File: src/rtl/ring_counter_pkg.sv
// Shared constants for the ring / Johnson counter family.
package ring_counter_pkg;

  // Counter flavour selected by the mode input.
  localparam logic MODE_RING    = 1'b0;
  localparam logic MODE_JOHNSON = 1'b1;

  // Shift direction selected by the dir input.
  localparam logic DIR_UP   = 1'b0;
  localparam logic DIR_DOWN = 1'b1;

endpackage

File: src/rtl/ring_pattern_check.sv
// Combinational legality check for a ring (one-hot) or Johnson pattern.
module ring_pattern_check
  import ring_counter_pkg::*;
#(
  parameter int WIDTH = 4
) (
  input  logic [WIDTH-1:0] pattern,
  input  logic             mode,
  output logic             legal
);

  localparam int CW = $clog2(WIDTH + 1);

  logic [CW-1:0] ones;
  logic [CW-1:0] edges;

  // Count set bits and adjacent-bit transitions, then judge against the mode.
  always_comb begin
    ones  = {CW{1'b0}};
    edges = {CW{1'b0}};
    for (int i = 0; i < WIDTH; i++) begin
      ones = ones + CW'(pattern[i]);
    end
    for (int i = 0; i < WIDTH - 1; i++) begin
      edges = edges + CW'(pattern[i] ^ pattern[i+1]);
    end
    case (mode)
      MODE_RING:    legal = (ones == CW'(1));
      MODE_JOHNSON: legal = (edges <= CW'(1));
      default:      legal = 1'b0;
    endcase
  end

endmodule

File: src/rtl/ring_johnson_counter.sv
// Parametrised ring / Johnson counter with checked load, repair and wrap count.
module ring_johnson_counter
  import ring_counter_pkg::*;
#(
  parameter int WIDTH        = 4,
  parameter int CNT_W        = 8,
  parameter bit SELF_CORRECT = 1'b1
) (
  input  logic             clk,
  input  logic             rst,
  input  logic             en,
  input  logic             dir,
  input  logic             mode,
  input  logic             load,
  input  logic [WIDTH-1:0] load_val,
  output logic [WIDTH-1:0] q,
  output logic             tc,
  output logic             err,
  output logic [CNT_W-1:0] wrap_cnt
);

  localparam logic [WIDTH-1:0] INIT_R = {1'b1, {(WIDTH-1){1'b0}}};
  localparam logic [WIDTH-1:0] INIT_J = {WIDTH{1'b0}};

  logic             mode_r;
  logic             mode_next;
  logic             q_legal;
  logic             load_legal;
  logic [WIDTH-1:0] init;
  logic [WIDTH-1:0] shifted;
  logic [WIDTH-1:0] q_next;
  logic             tc_next;
  logic             err_next;

  ring_pattern_check #(.WIDTH(WIDTH)) u_q_check (
    .pattern (q),
    .mode    (mode_r),
    .legal   (q_legal)
  );

  ring_pattern_check #(.WIDTH(WIDTH)) u_load_check (
    .pattern (load_val),
    .mode    (mode_r),
    .legal   (load_legal)
  );

  // Start pattern of the mode currently in force.
  always_comb begin
    if (mode_r == MODE_JOHNSON) begin
      init = INIT_J;
    end else begin
      init = INIT_R;
    end
  end

  // One shift step of the current state for the active mode and direction.
  always_comb begin
    case ({mode_r, dir})
      {MODE_RING,    DIR_UP}:   shifted = {q[WIDTH-2:0], q[WIDTH-1]};
      {MODE_RING,    DIR_DOWN}: shifted = {q[0], q[WIDTH-1:1]};
      {MODE_JOHNSON, DIR_UP}:   shifted = {q[WIDTH-2:0], ~q[WIDTH-1]};
      {MODE_JOHNSON, DIR_DOWN}: shifted = {~q[0], q[WIDTH-1:1]};
      default:                  shifted = q;
    endcase
  end

  // Prioritised next-state: mode change, load, repair, shift, hold.
  always_comb begin
    q_next    = q;
    mode_next = mode_r;
    tc_next   = 1'b0;
    err_next  = 1'b0;
    if (mode != mode_r) begin
      mode_next = mode;
      q_next    = (mode == MODE_JOHNSON) ? INIT_J : INIT_R;
    end else if (load) begin
      if (load_legal) begin
        q_next = load_val;
      end else begin
        q_next   = init;
        err_next = 1'b1;
      end
    end else if (!q_legal) begin
      err_next = 1'b1;
      if (SELF_CORRECT) begin
        q_next = init;
      end else begin
        q_next = q;
      end
    end else if (en) begin
      q_next  = shifted;
      tc_next = (shifted == init);
    end else begin
      q_next = q;
    end
  end

  // State, flags and wrap counter registers with asynchronous reset.
  always_ff @(posedge clk or posedge rst) begin
    if (rst) begin
      q        <= INIT_R;
      mode_r   <= MODE_RING;
      tc       <= 1'b0;
      err      <= 1'b0;
      wrap_cnt <= {CNT_W{1'b0}};
    end else begin
      q      <= q_next;
      mode_r <= mode_next;
      tc     <= tc_next;
      err    <= err_next;
      if (tc_next) begin
        wrap_cnt <= wrap_cnt + CNT_W'(1);
      end else begin
        wrap_cnt <= wrap_cnt;
      end
    end
  end

endmodule

File: config.mk
export PLATFORM = sky130hd
export DESIGN_NAME = ring_johnson_counter
export DESIGN_NICKNAME = d
export VERILOG_FILES = /design/src/rtl/ring_counter_pkg.sv /design/src/rtl/ring_pattern_check.sv /design/src/rtl/ring_johnson_counter.sv
export SDC_FILE = /design/constraint.sdc
export NUM_CORES = 1
export LEC_CHECK = 0
export ABC_AREA = 1
export BUFFER_PORTS_ARGS = -buffer_cell sky130_fd_sc_hd__clkbuf_2
export CAP_MARGIN = 5
export CORE_MARGIN = 1
export CORE_UTILIZATION = 54
export DETAILED_ROUTE_END_ITERATION = 7
export GPL_TIMING_DRIVEN = 1
export PLACE_DENSITY = 0.78
export SLEW_MARGIN = 25
export SYNTH_ARGS = -nofsm -noshare
export SYNTH_HDL_FRONTEND = slang
export SYNTH_HIERARCHICAL = 1
export SYNTH_SLANG_ARGS = --single-unit
File: constraint.sdc
create_clock -name clk -period 3.3 [get_ports clk]
set_input_delay 0.165 -clock clk [delete_from_list [all_inputs] [get_ports clk]]
set_output_delay 0.165 -clock clk [all_outputs]
set_load 0.02 [all_outputs]
==> results of run 1 <==
-- layer usage --
layer / global-route usage / routed length, um / share of wire / vias up
met5: 0 / 0 / 0 / -
met4: 0.0381 / 7 / 0.0031 / 0
met3: 0.0494 / 108 / 0.047 / 2
met2: 0.396 / 1080 / 0.47 / 34
met1: 0.298 / 1090 / 0.48 / 462
li1: - / - / - / 582
-- critical path: stages (launching register included) --
cell and delay [ps]:
dfstp_2 590, inv_1 70, fa_1 470, inv_1 40
ha_1 180, ha_1 290, nor2_1 100, nand2_1 50
nand2_1 90, nand2_1 110, nor2_1 130, nand2_2 80
nor2_4 100, nand2_2 70, nor2_4 260, nand3_1 110
nand2_1 80, inv_1 30
-- power groups by stage --
stage / clock, mW / sequential, mW / combinational [mW]
2_1_floorplan: 0 / 0.240 / 0.109
3_3_place_gp: 0 / 0.225 / 0.166
3_5_place_dp: 0 / 0.226 / 0.173
4_1_cts: 0.105 / 0.223 / 0.175
5_1_grt: 0.112 / 0.226 / 0.203
6_report: 0.0998 / 0.222 / 0.173
-- metrics by stage --
stage	instances	total power [mW]	hold slack, ps
final	229	0.495	54.8
after CTS	229	0.503	50.8
after global routing	229	0.541	44.0
after floorplan	177	0.350	65.8
after detailed placement	224	0.399	236
after global placement	224	0.391	223
-- cell families (layout without fill, tap and decap cells) --
| kind of cell | count (synthesis) | in the layout |
|---|---|---|
| AO/OA/AOI/OAI | 11 | 11 |
| XOR/XNOR | 6 | 6 |
| flip-flops | 15 | 15 |
| adder cells (fa/ha/maj) | 11 | 11 |
| buffers and inverters | 43 | 68 |
| AND/OR/NAND/NOR | 91 | 91 |
-- cells in the final DEF, fill, tap and decap left out, types with 4 or more instances in the layout --
cell | netlist | routed
clkbuf_2 | 0 | 23
dfrtp_1 | 14 | 14
ha_1 | 9 | 9
inv_1 | 38 | 38
nand2_1 | 56 | 56
nand2_2 | 4 | 4
nand3_1 | 13 | 13
nor2_1 | 12 | 12
o21ai_0 | 5 | 5
xor2_1 | 5 | 5
-- layout make-up --
cell class | instances | share of cell area
Inverter | 40 | 0.112
Multi-Input combinational cell | 119 | 0.481
Sequential cell | 15 | 0.272
Timing Repair Buffer | 24 | 0.0905
Tap cell | 27 | 0.0244
Clock buffer | 4 | 0.0190
-- state kept, by name, summed over array words and instances, names as in the netlist --
name / flops
wrap_cnt: 8
q: 4
err: 1
mode_r: 1
tc: 1
-- timing repair --
item | in CTS | in global routing
hold buffers | 1 | 0
hold endpoints to repair | 14 | 0
buffers inserted | 0 | 0
-- how the worst min path moves through the flow --
stage / to / cells after the start / start
global placement: err / 2 / rst
floorplan: err / 1 / rst
finish: mode_r / 1 / mode
detailed placement: wrap_cnt[1] / 2 / rst
CTS: mode_r / 1 / mode
global route: mode_r / 1 / mode
==> run metrics, run 1 <==
worst vdd rail ir drop 0.331 mV; crit path launch q[3]; core area ~2000 sq um; Seq cells post-synth 15; Final min period just under 3000 ps; final hold violation count 0; CTS Buf Count 3; Worst Hold Class in -> reg; Final Cycle Share 0.893; Post-synth EDFFs 0; Fin Setup TNS 0 ps; crit path max fanout 13; clock network fraction of total power 0.202; Simple-Gate Fraction of Synth Area 0.328; DP HPWL between 1.5 and 2 mm; synth unique cells 22; Cell Pwr Density around 360 nW/um^2; Max-slew headroom 0.632; P_leak between 0.8 and 0.9 nW; Commonest cells post-synth 56 x nand2_1, 38 x inv_1, 14 x dfrtp_1; number of inserted diodes 0; pre-CTS worst setup slack around 380 ps; Via density 4.72; Worst-path clk slew 90 ps; max-slew violations 0; die area ~2500 sq um; Area contributors post-synth dfrtp_1 29%, nand2_1 17%, inv_1 12%; post-route ant nets 0; total congestion overflow 0; Synth Area in XOR/XNOR 0.0429; RSZ-0062 raised after global routing false; RR Endpoint wrap_cnt[3]; Synth Flop Type dfrtp_1; R2R depth 17; layout cells sized above 1 0.183; synthesized area around 1200 sq um; CTS tree done; syn avg cell area between 6 and 7 sq um; switch share 0.371; largest family of logic cells by synthesized area simple AND/OR/NAND/NOR gates; Critical Path RT roughly 3500 ps; row count 16; worst-margin pin slew 551 ps; first-pass GRT wire length around 4.5 mm; die height 49.6 um; Setup crit end wrap_cnt[3]; PnR worst setup slack around 350 ps; reg2reg setup slack between 300 and 400 ps; fin util 0.677; Die X 49.6 um; H-tree depth 1; GPL Wtd Cong approximately 0.83; maxcap violations 0; NumNets Final 224; Synth top area share 0.286; number of cells produced by synthesis between 150 and 200; clk_skew 8.14 ps; Syn. warnings 6; P&R area growth vs syn 13.0%; area occupied by multi-input gates roughly 670 sq um; register area around 380 sq um; Post-synth ARST share 1.00; status completed; Setup crit end kind flip-flop; most frequent cell after synthesis nand2_1; highest attainable clock frequency around 340 MHz; DRT Pass-1 Iters 4; Total Wirelength 2.28 mm; Bufs on Longest Clock Path 2; WL/cell about 10 um; Post-Syn Nets around 200; final instance area 1380 sq um; proportion of power drawn by combinational gates 0.350; Reg2Reg Launch Point q[3]; Vias ~1100; DR iter-0 viols 25; PostCTS Resize Cnt 0; crit path DAT 3120 ps; placed cell area about 1300 sq um; Setup crit start kind flip-flop; layout filler cell count 200; Reg power frac 0.449; multiplexer share of the synthesized area 0; Synth area leader dfrtp_1; Clock Latency Late Sink 280 ps; Psw about 0.18 mW; largest net degree at the start of global routing 16; Seq/Total Area, Yosys 0.308; Pint 0.312 mW; initial antenna violation count 0; Sink Count 15; IO Port Bufs 23; area share of fa/ha/maj cells after synthesis 0.125; complex-gate fraction of the synthesized area 0.0481; # IOs 24; Setup Crit Path Kind reg -> reg; GRT Overall Usage 0.230; vias in the first global route 1086; initial core utilization 0.599; CTS root buf clkbuf_4; # DRC 0; final setup fails 0
No activity file was read; power rests on OpenSTA's default activity.
==> run 2, diff against run 1 <==
--- a/config.mk
+++ b/config.mk
@@ -9,10 +9,10 @@
 export BUFFER_PORTS_ARGS = -buffer_cell sky130_fd_sc_hd__clkbuf_2
 export CAP_MARGIN = 5
 export CORE_MARGIN = 1
-export CORE_UTILIZATION = 54
+export CORE_UTILIZATION = 57
+export CTS_BUF_LIST = sky130_fd_sc_hd__clkbuf_8
 export DETAILED_ROUTE_END_ITERATION = 7
-export GPL_TIMING_DRIVEN = 1
-export PLACE_DENSITY = 0.78
+export PLACE_DENSITY = 0.82
 export SLEW_MARGIN = 25
 export SYNTH_ARGS = -nofsm -noshare
 export SYNTH_HDL_FRONTEND = slang
==> run metrics, run 2 (synthesis results as in run 1) <==
status completed; Fin Setup TNS 0 ps (unchanged); Clock Latency Late Sink 250 ps (-30 ps); core area 1980 sq um (-2.9%); max reg flops 8 (unchanged); Worst-path clk slew 60 ps (-30 ps); row count 16 (unchanged); number of inserted diodes 0 (unchanged); Vias 1102 (+2.0%); worst vdd rail ir drop 0.366 mV (+11%); final setup fails 0 (unchanged); Pint 0.347 mW (+11%); highest attainable clock frequency 334 MHz (-1.7%); Biggest register wrap_cnt; Sink Count 15 (unchanged); DP HPWL 1.99 mm (+4.6%); Post-Layout Cell Count 229 (unchanged); Psw 0.192 mW (+4.7%); P&R area growth vs syn 14.5%; Setup crit end kind flip-flop; worst-margin pin slew 579 ps (+27.5 ps); top flop regs wrap_cnt: 8 flops, q: 4 flops; RSZ-0062 raised after global routing false; Setup Buffers After CTS 0 (unchanged); Cell Pwr Density 385 nW/um^2 (+7.5%); first-pass GRT wire length 4.49 mm (+0.79%); # IOs 24 (unchanged); Critical Path RT 3430 ps (-40 ps); switch share 0.356 (-0.0145); proportion of power drawn by combinational gates 0.322 (-0.028); initial antenna violation count 0 (unchanged); # DRC 0 (unchanged); vias in the first global route 1066 (-1.8%); final instance area 1400 sq um (+1.4%); clk_skew 2.91 ps (-5.23 ps); die area 2340 sq um (-5.1%); maxcap violations 0 (unchanged); GRT Overall Usage 0.249 (+0.0185); PostCTS Resize Cnt 0 (unchanged); CTS tree done; max-slew violations 0 (unchanged); Bufs on Longest Clock Path 2 (unchanged); initial core utilization 0.617 (+0.0182); layout filler cell count 182 (-9.0%); Max-slew headroom 0.614 (-0.0184); H-tree depth 1 (unchanged); Die X 48.3 um (-2.6%); fin util 0.707 (+0.0300); placed cell area 1350 sq um (unchanged); Setup Crit Path Kind reg -> reg; CTS root buf clkbuf_8; Total Wirelength 2.47 mm (+8.1%); Reg power frac 0.414 (-0.035); DR iter-0 viols 24 (-4.0%); commonest non-fill, non-tap cell in the layout nand2_1; Final min period 3000 ps (+50.4 ps); layout cells sized above 1 0.183 (unchanged); clock network fraction of total power 0.264 (+0.062); IO Port Bufs 23 (unchanged); commonest non-fill, non-tap cells in the layout 56 x nand2_1, 39 x inv_1, 23 x clkbuf_2, 14 x dfrtp_1, 13 x nand3_1; largest net degree at the start of global routing 16 (unchanged); Worst Hold Class in -> reg; post-route ant nets 0 (unchanged); NumNets Final 224 (unchanged); Final Cycle Share 0.908 (+0.0153); R2R depth 17 (unchanged); Via density 4.81 (+2.0%); crit path max fanout 13 (unchanged); Setup crit start kind flip-flop; total congestion overflow 0 (unchanged); DRT Pass-1 Iters 4 (unchanged); final hold slack 91.4 ps (+36.5 ps); P_leak 0.857 nW (+1.4%); WL/cell 10.8 um (+8.1%); final hold violation count 0 (unchanged); Cells after DPL 224 (unchanged); crit path DAT 3130 ps (about the same); CTS Buf Count 3 (unchanged); cts hold-fix bufs 1 (unchanged); GPL Wtd Cong 0.835 (+0.49%); Worst Hold Depth 1 (unchanged); die height 48.3 um (-2.6%)
run 2: cell types whose count changed in the layout (fill, tap and decap cells not counted), sizes merged:
cell	delta
inv	+1
clkbuf	-1
run 2: routing by layer:
layer | part of all wire | up-vias | global-route usage
met4 | 0.0028 | 0 | 0.0539
met1 | 0.43 | 498 | 0.289
met5 | 0 | - | 0
met2 | 0.52 | 24 | 0.460
met3 | 0.045 | 3 | 0.0629
li1 | - | 577 | -
run 2: power groups by stage:
stage          Clock (mW)  Combinational, mW  Sequential [mW]
3_3_place_gp            0              0.165            0.225
4_1_cts             0.145              0.175            0.223
3_5_place_dp            0              0.173            0.227
2_1_floorplan           0              0.109            0.240
5_1_grt             0.156              0.200            0.227
6_report            0.143              0.174            0.224
run 2: area by class of cell:
type / count / area [sq um] / share of cell area
clock buffer: 3 / 41.3 / 0.0295
multi-input combinational: 119 / 666 / 0.475
tap: 27 / 33.8 / 0.0241
sequential: 15 / 377 / 0.269
inverter: 40 / 155 / 0.111
clock inverter: 1 / 3.75 / 0.00268
timing repair buffer: 24 / 125 / 0.0893
run 2: worst max-delay path: stages (launching register included):
cell and delay, ps:
dfstp_2 570, inv_1 60, fa_1 470, inv_1 40, ha_1 180, ha_1 290, nor2_1 100, nand2_1 50
nand2_1 100, nand2_1 130, nor2_1 140, nand2_2 80, nor2_4 90, nand2_2 70, nor2_4 260, nand2_1 100
nand2_1 80, nand2_1 60
run 2: per-stage QoR:
step | total power [mW] | setup WS (ps)
after global routing | 0.583 | 76.9
after floorplan | 0.350 | 491
after global placement | 0.390 | 467
after CTS | 0.543 | 303
final | 0.540 | 302
after detailed placement | 0.400 | 329
run 2: final timing paths:
| check | from | endpoint | slack (ps) |
|---|---|---|---|
| worst max-delay path | q[3] | wrap_cnt[2] | 300 |
| min in group asynchronous | rst | wrap_cnt[4] | 510 |
| worst min register to register | wrap_cnt[0] | wrap_cnt[0] | 540 |
| max in group asynchronous | rst | mode_r | 2410 |
| worst max register to register | q[3] | wrap_cnt[2] | 300 |
| worst min-delay path | mode | mode_r | 90 |
